$ cat src/rtl/debug_observer_pkg.sv
// Shared types and constants for the CPU debug observer.
// Channel indices name the default channel layout of ch_data_i plus the register-file channel.
package debug_observer_pkg;

    typedef enum logic [1:0] {
        S_IDLE   = 2'd0,
        S_RDREQ  = 2'd1,
        S_RDWAIT = 2'd2,
        S_OUT    = 2'd3
    } state_t;

    localparam int CH_PC    = 0;
    localparam int CH_IR    = 1;
    localparam int CH_ALU_A = 2;
    localparam int CH_ALU_B = 3;
    localparam int CH_ALU_O = 4;
    localparam int CH_REG   = 5;

    // Value presented for a mode code with no channel behind it.
    localparam int OOR_FILL = 0;

endpackage

$ cat src/rtl/debug_observer_snapshot.sv
// Snapshot bank: on a rising edge of freeze_i all direct channels are copied into shadows.
// frozen_o is freeze_i delayed by one cycle, so it rises together with the shadow capture.
module observer_snapshot
    import debug_observer_pkg::*;
#(
    parameter int DATA_W     = 16,
    parameter int NUM_DIRECT = 5
) (
    input  logic                         clk_i,
    input  logic                         rst_n_i,
    input  logic                         freeze_i,
    input  logic [NUM_DIRECT*DATA_W-1:0] ch_data_i,
    output logic [NUM_DIRECT*DATA_W-1:0] shadow_o,
    output logic                         frozen_o
);

    logic freeze_q;

    always_ff @(posedge clk_i) begin
        if (!rst_n_i) begin
            freeze_q <= 1'b0;
            shadow_o <= '0;
        end else begin
            freeze_q <= freeze_i;
            if (freeze_i && !freeze_q) begin
                shadow_o <= ch_data_i;
            end
        end
    end

    assign frozen_o = freeze_q;

endmodule

$ cat src/rtl/debug_observer.sv
// Handshaked debug observer: samples a direct channel or a register-file word and holds it on valid/ready.
// Optional snapshot of the direct channels is built when DEBUG_OBSERVER_SNAPSHOT_EN is defined.
module debug_observer
    import debug_observer_pkg::*;
#(
    parameter int DATA_W     = 16,
    parameter int NUM_CH     = 6,
    parameter int REG_ADDR_W = 4,
    parameter int NUM_REGS   = 16,
    localparam int MODE_W    = $clog2(NUM_CH)
) (
    input  logic                         clk_i,
    input  logic                         rst_n_i,
    input  logic                         en_i,
    input  logic [MODE_W-1:0]            mode_i,
    input  logic                         scan_i,
    input  logic                         freeze_i,
    input  logic [(NUM_CH-1)*DATA_W-1:0] ch_data_i,
    input  logic [REG_ADDR_W-1:0]        reg_sel_i,
    input  logic [DATA_W-1:0]            reg_data_i,
    output logic [REG_ADDR_W-1:0]        reg_sel_o,
    output logic                         reg_read_o,
    output logic [DATA_W-1:0]            data_o,
    output logic [MODE_W-1:0]            tag_mode_o,
    output logic [REG_ADDR_W-1:0]        tag_reg_o,
    output logic                         valid_o,
    input  logic                         ready_i,
    output logic                         frozen_o,
    output logic [1:0]                   state_o
);

    // Handshake: valid_o is high only in S_OUT; data_o and both tags are stable there and the
    // sample is consumed on the first edge with valid_o && ready_i, after which valid_o drops.

    localparam int NUM_DIRECT = NUM_CH - 1;

    state_t                         state_q, state_d;
    logic [DATA_W-1:0]              data_q;
    logic [MODE_W-1:0]              mode_q;
    logic [REG_ADDR_W-1:0]          addr_q;
    logic [REG_ADDR_W-1:0]          scan_cnt_q;
    logic                           scan_txn_q;
    logic [NUM_DIRECT*DATA_W-1:0]   direct_src;
    logic [DATA_W-1:0]              direct_sel;
    logic                           frozen;

`ifdef DEBUG_OBSERVER_SNAPSHOT_EN
    logic [NUM_DIRECT*DATA_W-1:0] shadow;

    observer_snapshot #(
        .DATA_W     (DATA_W),
        .NUM_DIRECT (NUM_DIRECT)
    ) u_snapshot (
        .clk_i     (clk_i),
        .rst_n_i   (rst_n_i),
        .freeze_i  (freeze_i),
        .ch_data_i (ch_data_i),
        .shadow_o  (shadow),
        .frozen_o  (frozen)
    );

    assign direct_src = frozen ? shadow : ch_data_i;
`else
    logic unused_freeze;

    assign unused_freeze = freeze_i;
    assign frozen        = 1'b0;
    assign direct_src    = ch_data_i;
`endif

    always_comb begin
        direct_sel = '0;
        for (int k = 0; k < NUM_DIRECT; k++) begin
            if (int'(mode_i) == k) begin
                direct_sel = direct_src[k*DATA_W +: DATA_W];
            end
        end
    end

    always_ff @(posedge clk_i) begin
        if (!rst_n_i) begin
            state_q <= S_IDLE;
        end else begin
            state_q <= state_d;
        end
    end

    always_comb begin
        state_d = state_q;
        case (state_q)
            S_IDLE: begin
                if (en_i) begin
                    state_d = (int'(mode_i) == NUM_CH - 1) ? S_RDREQ : S_OUT;
                end
            end
            S_RDREQ:  state_d = S_RDWAIT;
            S_RDWAIT: state_d = S_OUT;
            S_OUT: begin
                if (ready_i) begin
                    state_d = S_IDLE;
                end
            end
            default:  state_d = S_IDLE;
        endcase
    end

    // Everything about a transaction is latched in S_IDLE so later input changes cannot leak in.
    always_ff @(posedge clk_i) begin
        if (!rst_n_i) begin
            data_q     <= '0;
            mode_q     <= '0;
            addr_q     <= '0;
            scan_cnt_q <= '0;
            scan_txn_q <= 1'b0;
        end else begin
            case (state_q)
                S_IDLE: begin
                    if (en_i) begin
                        mode_q     <= mode_i;
                        scan_txn_q <= 1'b0;
                        if (int'(mode_i) < NUM_DIRECT) begin
                            data_q <= direct_sel;
                            addr_q <= '0;
                        end else if (int'(mode_i) == NUM_CH - 1) begin
                            addr_q     <= scan_i ? scan_cnt_q : reg_sel_i;
                            scan_txn_q <= scan_i;
                        end else begin
                            data_q <= DATA_W'(OOR_FILL);
                            addr_q <= '0;
                        end
                    end
                end
                S_RDWAIT: data_q <= reg_data_i;
                S_OUT: begin
                    if (ready_i && scan_txn_q) begin
                        scan_cnt_q <= (int'(scan_cnt_q) == NUM_REGS - 1) ? '0
                                                                          : scan_cnt_q + REG_ADDR_W'(1);
                    end
                end
                default: ;
            endcase
        end
    end

    assign valid_o    = (state_q == S_OUT);
    assign reg_read_o = (state_q == S_RDREQ) || (state_q == S_RDWAIT);
    assign reg_sel_o  = addr_q;
    assign tag_reg_o  = addr_q;
    assign tag_mode_o = mode_q;
    assign data_o     = data_q;
    assign frozen_o   = frozen;
    assign state_o    = state_q;

endmodule

$ cat config.mk
export PLATFORM = sky130hd
export DESIGN_NAME = debug_observer
export DESIGN_NICKNAME = d
export VERILOG_FILES = /design/src/rtl/debug_observer_pkg.sv /design/src/rtl/debug_observer_snapshot.sv /design/src/rtl/debug_observer.sv
export SDC_FILE = /design/constraint.sdc
export NUM_CORES = 1
export LEC_CHECK = 0
export BUFFER_PORTS_ARGS = -buffer_cell sky130_fd_sc_hd__buf_2
export CAP_MARGIN = 20
export CORE_MARGIN = 5
export CORE_UTILIZATION = 43
export CTS_BUF_LIST = sky130_fd_sc_hd__clkbuf_4
export CTS_CLUSTER_DIAMETER = 30
export DETAILED_ROUTE_END_ITERATION = 8
export GPL_TIMING_DRIVEN = 0
export PLACE_DENSITY = 0.82
export SLEW_MARGIN = 15
export SYNTH_ARGS = -nofsm -noshare
export SYNTH_HDL_FRONTEND = slang
export SYNTH_HIERARCHICAL = 1
export SYNTH_SLANG_ARGS = --single-unit
$ cat constraint.sdc
create_clock -name clk_i -period 2.2 [get_ports clk_i]
set_clock_uncertainty 0.15 [all_clocks]
set_input_delay 0.11 -clock clk_i [delete_from_list [all_inputs] [get_ports clk_i]]
set_output_delay 0.11 -clock clk_i [all_outputs]
set_load 0.02 [all_outputs]
* Word-level counts from Yosys, hierarchy flattened *
Cells that the tools add are included.

operators by class
  add/subtract/negate cells = 1
  order comparisons = 1
  equal/unequal tests = 12
  multiplexer cells = 19
  reductions and logical operators = 9

operator list
  operator             count
  $mux 16              8
  $pmux 16 s2          1
  $mux 4               4
  $eq 3x3->1 const B   4
  $pmux 2 s4           1
  $mux 2               3
  $reduce_and 2->1     3
  $add 4x1->4 const B  1
  $eq 2x2->1 const B   2
  $eq 4x1->1 const B   1
  $eq 3x2->1 const B   1
  $logic_not 3->1      1
  $lt 3x3->1 const B   1
  $ne 3x3->1 const B   1
  $reduce_and 3->1     1
  $eq 2x1->1 const B   1
  $logic_not 2->1      1
  $mux 1               2
  $ne 2x1->1 const B   1
  $ne 2x2->1 const B   1
  $reduce_bool 2->1    1
  $logic_and 1x1->1    1
  $logic_or 1x1->1     1

storage, ports and cells
  bits in registers = 30
  input port bits = 109
  word-level logic and storage cells = 48

* Longest topological paths before layout *
  depth after elaboration = 9
  mapped depth = 7
  mapped depth without buffers = 6

* Worst setup path before layout *
Ideal clock, no wire load.

  path kind = register to register
  from = register state_q[0], in the netlist state_o[0]
  to = register addr_q[1], in the netlist reg_sel_o[1]
  setup time = 0.115 ns
  arrival time = 1.489 ns
  setup slack = 0.446 ns
  stages on the path, launching flop included = 8
  clock period less this slack = 1.754 ns
  cells stage by stage = dfxtp_1 inv_1 ha_1 nand2_1 clkbuf_1 nor3_1 a21oi_1 nor2b_1

on the way
  word-level cells in the longest chain between the ends = 2

ends and longest elaborated chain
  element                     RTL line               RTL
  start: declaration          debug_observer.sv:37   state_t state_q, state_d;
  start signal: assignment    debug_observer.sv:84   state_q <= state_d;
  $logic_not 2->1             debug_observer.sv:116  case (state_q)
  $reduce_and 2->1 (no line)  --
  end signal: assignment      debug_observer.sv:125  addr_q <= scan_i ? scan_cnt_q : reg_sel_i;
  end: declaration            debug_observer.sv:40   logic [REG_ADDR_W-1:0] addr_q;

No other way between the ends.
A chain may end at the register's enable or synchronous reset.

* Worst setup path in the final report *
  from = register state_q[0], in the netlist state_o[0]
  to = register data_q[6], in the netlist data_o[6]

on the way
  word-level cells in the longest chain between the ends = 3
  elaborated cells on any way between the ends = 7
  those cells by class = 3 x eq/ne; 1 x mux; 3 x reduce/logical

ends and longest elaborated chain
  element                                        RTL line               RTL
  $logic_not 2->1 or $eq 2x2->1 (tied branches)  debug_observer.sv:116
  $ne 3x3->1 (no line) (tied with other cells)   --
  $reduce_and 3->1 (no line)                     --
  end signal: assignment                         debug_observer.sv:122  data_q <= direct_sel;
  end signal: assignment                         debug_observer.sv:128  data_q <= DATA_W'(OOR_FILL);
  end signal: assignment                         debug_observer.sv:133  S_RDWAIT: data_q <= reg_data_i;
  end: declaration                               debug_observer.sv:38   logic [DATA_W-1:0] data_q;

Several ways; a longest one is shown, not always the timed one.

==> results.txt <==
- The run finished with clean final reports.
- Static leakage power: 1.46 nW
- Slew HR: 65.4%
* Post-Syn Instances: 255
* Netlist Area Pre-Place: 2110 um^2
- In this run the worst path has a maximum fanout of 10.
- Count of unresolved DRC violations after routing: 0
- Internal power comes to 1.32 mW.
* Insertion delay of the later-clocked pin in the worst-skew pair: 330 ps
* Total gr overflow: 0
- The clock network accounts for 13.7% of the total power.
- Final Critical Period: 1990 ps
- In this run the biggest area consumer among cell types represents 28.5% of the synthesized area.
- CP Launch Point: state_o[0]
* Worst setup path class: flip-flop to flip-flop
- Combinational group share of total power: 53.4%
- Synth top area cells: sky130_fd_sc_hd__dfxtp_1, sky130_fd_sc_hd__mux2_2, sky130_fd_sc_hd__a222oi_1
- Final count of hold timing violations: 0
- Summed over all nets, the half-perimeter wirelength after detailed placement is 5940 um.
- Syn avg cell area: 8.26 um^2
- Number of nets in the layout: 532
* Aggregate negative setup slack: 0 ps
- Global routing used 24.7% of the available tracks across all layers.
- Fraction of final layout cells sized beyond drive strength 1: 46.3%
- Total Power Consumption: 2.39 mW
- Measured along the y axis, the die boundary spans 80 um.
- Final-report max-slew violation count: 0
* Library cell with the largest summed area after synthesis: sky130_fd_sc_hd__dfxtp_1
- After the first detailed-routing iteration, the DRC count stood at 185.
* Number of filler cells placed in the layout: 422
* Net switching share of the total power: 44.9%
- The routed layout has 2587 vias.
- The routed design has 7710 um of wire.
- Setup fix buffers added after clock tree synthesis: 0
- R2r setup slk: 210 ps
- Entering global routing, the biggest net connects 11 pins.
- The worst register-to-register path ends at data_o[6].
* Core ar.: 4750 um^2
- In this design, the stage delay of the slowest critical-path cell is 390 ps.
- Cells along the critical path: inv_1 -> ha_1 -> nand2_1 -> o2bb2ai_2 -> clkbuf_1 -> a31oi_1
* Setup crit end kind: flip-flop
- Hold Path Origin: ch_data_i[79]
- The die covers 6400 um^2.
- The clock passes through at most 2 buffers.
* Wire per inst: 15.9 um
- Actual transition at the worst max-transition pin: 519 ps
- Global-route wire length before repair: 12400 um
- Setup violations remaining at the end of the flow were counted as 0.
* Post-placement setup slack: 250 ps
* Number of cells traversed by the worst hold path: 4
- Areal power density over the cells: 764 nW/um^2
- Vias per cell: 5.32
- Port buffering added 135 buffers.
- Setup slack on the critical path of the routed design comes to 208 ps.
- In this run the core area contains 25 standard-cell rows.
* Worst path slowest cell: sky130_fd_sc_hd__clkbuf_1
- Once the floorplan was initialized, standard cells occupied 44.3% of the core.
- The number of different library cells used by synthesis comes to 36.
- During I/O placement, the number of pins put on the boundary was 141.
- Worst R2R Start: state_o[0]
- Ratio of final minimum period to clock period: 90.6%
- The number of nets in the synthesized netlist is 369.
- After synthesis, flip-flops and latches occupy 28.5% of the total area.
* Sequential group share of total power: 32.9%
- Switch Pwr: 1.07 mW
- Flip-flop and latch count after synthesis: 30
* Share of the core filled with cells in the final layout: 65.8%
- Worst path required time: 2250 ps
- STA puts the critical path data arrival time at 2040 ps.
- The congestion estimate from routability-driven global placement came to 0.822.
- CTS tree: yes
* Clock-pin transition on the worst setup and hold timing paths: 100 ps
* Number of iterations in the first detailed-routing pass: 6
- The detail route stage leaves a number of antenna-violating nets equal to 0.
* Num CTS Buffers: 5
* Antenna diode count: 0
- The Yosys step of the flow raised 6 warnings.
* Worst reg2reg path depth: 6
- Worst-case hold slack: 7.53 ps
- Max-capacitance violation count: 0
- The initial antenna violation count came to 0.
* Unrepaired setup endpoints after global routing: no
- Fmax achieved: 0.502 GHz
- Endpoint of the worst hold path: data_o[15]
- The H-tree was split into 2 levels.
- Maximum resistive drop on vdd: 0.617 mV
* Classification of the worst-slack hold path: input port to flip-flop
- Clk root buf: sky130_fd_sc_hd__clkbuf_4
- The floorplan step set the die width to 80 um.
* Number of clock sinks: 30
* Layout area overhead: 48.6%
- Type of element launching the critical path: flip-flop
- Number of global-route vias before repair: 2688
cell families (layout without fill, tap and decap cells):
family / after synthesis / in the layout / synth area share, %
simple gates: 81 / 81 / 19.5
other cells: 1 / 1 / 0.178
mux: 21 / 21 / 10.9
fa+ha+maj: 5 / 5 / 2.97
buf+inv: 34 / 198 / 8.91
compound gates: 82 / 82 / 28.6
xor+xnor: 1 / 1 / 0.416
flops: 30 / 30 / 28.5
stage by stage:
step / instance area, um^2 / cells
global route: 3130 / 486
floorplan: 2110 / 255
detailed placement: 2870 / 457
CTS: 3130 / 486
finish: 3130 / 486
global placement: 2870 / 457
cells in the final DEF, fill, tap and decap left out, drive strengths merged, types with 2 or more instances in the layout:
cell type    count
nand4            3
ha               5
a211o           17
nor2b            7
mux2i            5
a21boi           4
o21ai           17
a21oi            8
nor3             5
mux2            16
or2             16
a222oi          16
nor2             2
inv              5
clkinv           2
clkbuf          18
buf            152
dlygate4sd3     21
a31oi           16
dfxtp           30
nand3            4
nand2           39
cells in the mapped netlist:
library cell                 n
sky130_fd_sc_hd__nor2_2      1
sky130_fd_sc_hd__buf_6       2
sky130_fd_sc_hd__nor2_1      1
sky130_fd_sc_hd__nor2b_1     7
sky130_fd_sc_hd__a211o_1    17
sky130_fd_sc_hd__clkbuf_1   11
sky130_fd_sc_hd__buf_1       1
sky130_fd_sc_hd__buf_4       7
sky130_fd_sc_hd__a21oi_1     8
sky130_fd_sc_hd__ha_1        5
sky130_fd_sc_hd__nand3_1     4
sky130_fd_sc_hd__inv_1       5
sky130_fd_sc_hd__o2bb2ai_2   1
sky130_fd_sc_hd__a211oi_1    1
sky130_fd_sc_hd__a311oi_1    1
sky130_fd_sc_hd__nor3b_4     1
sky130_fd_sc_hd__clkbuf_8    1
sky130_fd_sc_hd__a222oi_1   16
sky130_fd_sc_hd__o22ai_1     1
sky130_fd_sc_hd__buf_2       7
sky130_fd_sc_hd__nor3_1      5
sky130_fd_sc_hd__mux2_2     16
sky130_fd_sc_hd__or2_2      16
sky130_fd_sc_hd__or3_1       1
sky130_fd_sc_hd__and2_1      1
sky130_fd_sc_hd__nand2_1    39
sky130_fd_sc_hd__a21boi_0    4
sky130_fd_sc_hd__o21ai_0    17
sky130_fd_sc_hd__mux2i_1     5
sky130_fd_sc_hd__conb_1      1
sky130_fd_sc_hd__nand4_1     3
sky130_fd_sc_hd__dfxtp_1    30
sky130_fd_sc_hd__xnor2_1     1
sky130_fd_sc_hd__and3b_1     1
sky130_fd_sc_hd__nand3b_1    1
sky130_fd_sc_hd__a31oi_1    16
timing repair:
action | 4_1_cts | 5_1_grt
setup endpoints to repair | 0 | 0
resized for setup | 0 | 0
hold buffers | 21 | 0
endpoints found under the hold margin | 20 | 0
critical path, delay by kind of cell (launching register included):
| kind | cells | cell delay (ps) |
|---|---|---|
| AOI/OAI and AO/OA | 2 | 390 |
| adders and majority gates | 1 | 280 |
| buffers and inverters | 2 | 520 |
| DFF | 1 | 330 |
| and+or+nand+nor | 1 | 160 |
area by class of cell:
cell class,instances,area (um^2),share of cell area [%]
plain buffers,29,169,5.40
flip-flops and latches,30,601,19.2
repair buffers,156,886,28.3
inverters,5,18.8,0.600
well taps,67,83.8,2.68
multi-input cells,191,1320,42.1
clock inverters,2,8.76,0.280
clock buffers,6,45.0,1.44
registers in the layout, indices dropped and copies added, names as in the netlist:
| register | count |
|---|---|
| data_o | 16 |
| reg_sel_o | 4 |
| scan_cnt_q | 4 |
| scan_txn_q | 1 |
| state_o | 2 |
| tag_mode_o | 3 |
how the worst max path moves through the flow:
stage                         endpoint  slack (ps)  cells after the start
after floorplan           reg_sel_o[1]         450                      7
after global placement       data_o[4]         270                      6
after detailed placement     data_o[6]         250                      6
after CTS                    data_o[6]         220                      6
after global routing        data_o[13]          30                      6
final                        data_o[6]         210                      6
per-layer routing:
metal  part of all wire (%)  GRT usage (%)
met5                      0              0
met4                    2.4           9.46
met3                    9.0           7.67
met1                     37           27.0
met2                     51           44.0
power groups by stage:
stage | Combinational [mW] | Clock [mW] | Sequential [mW]
floorplan | 0.614 | 0 | 0.976
global placement | 1.22 | 0 | 0.786
detailed placement | 1.24 | 0 | 0.790
CTS | 1.27 | 0.331 | 0.780
global route | 1.40 | 0.360 | 0.801
finish | 1.28 | 0.327 | 0.787
No activity file was read; power rests on OpenSTA's default activity.
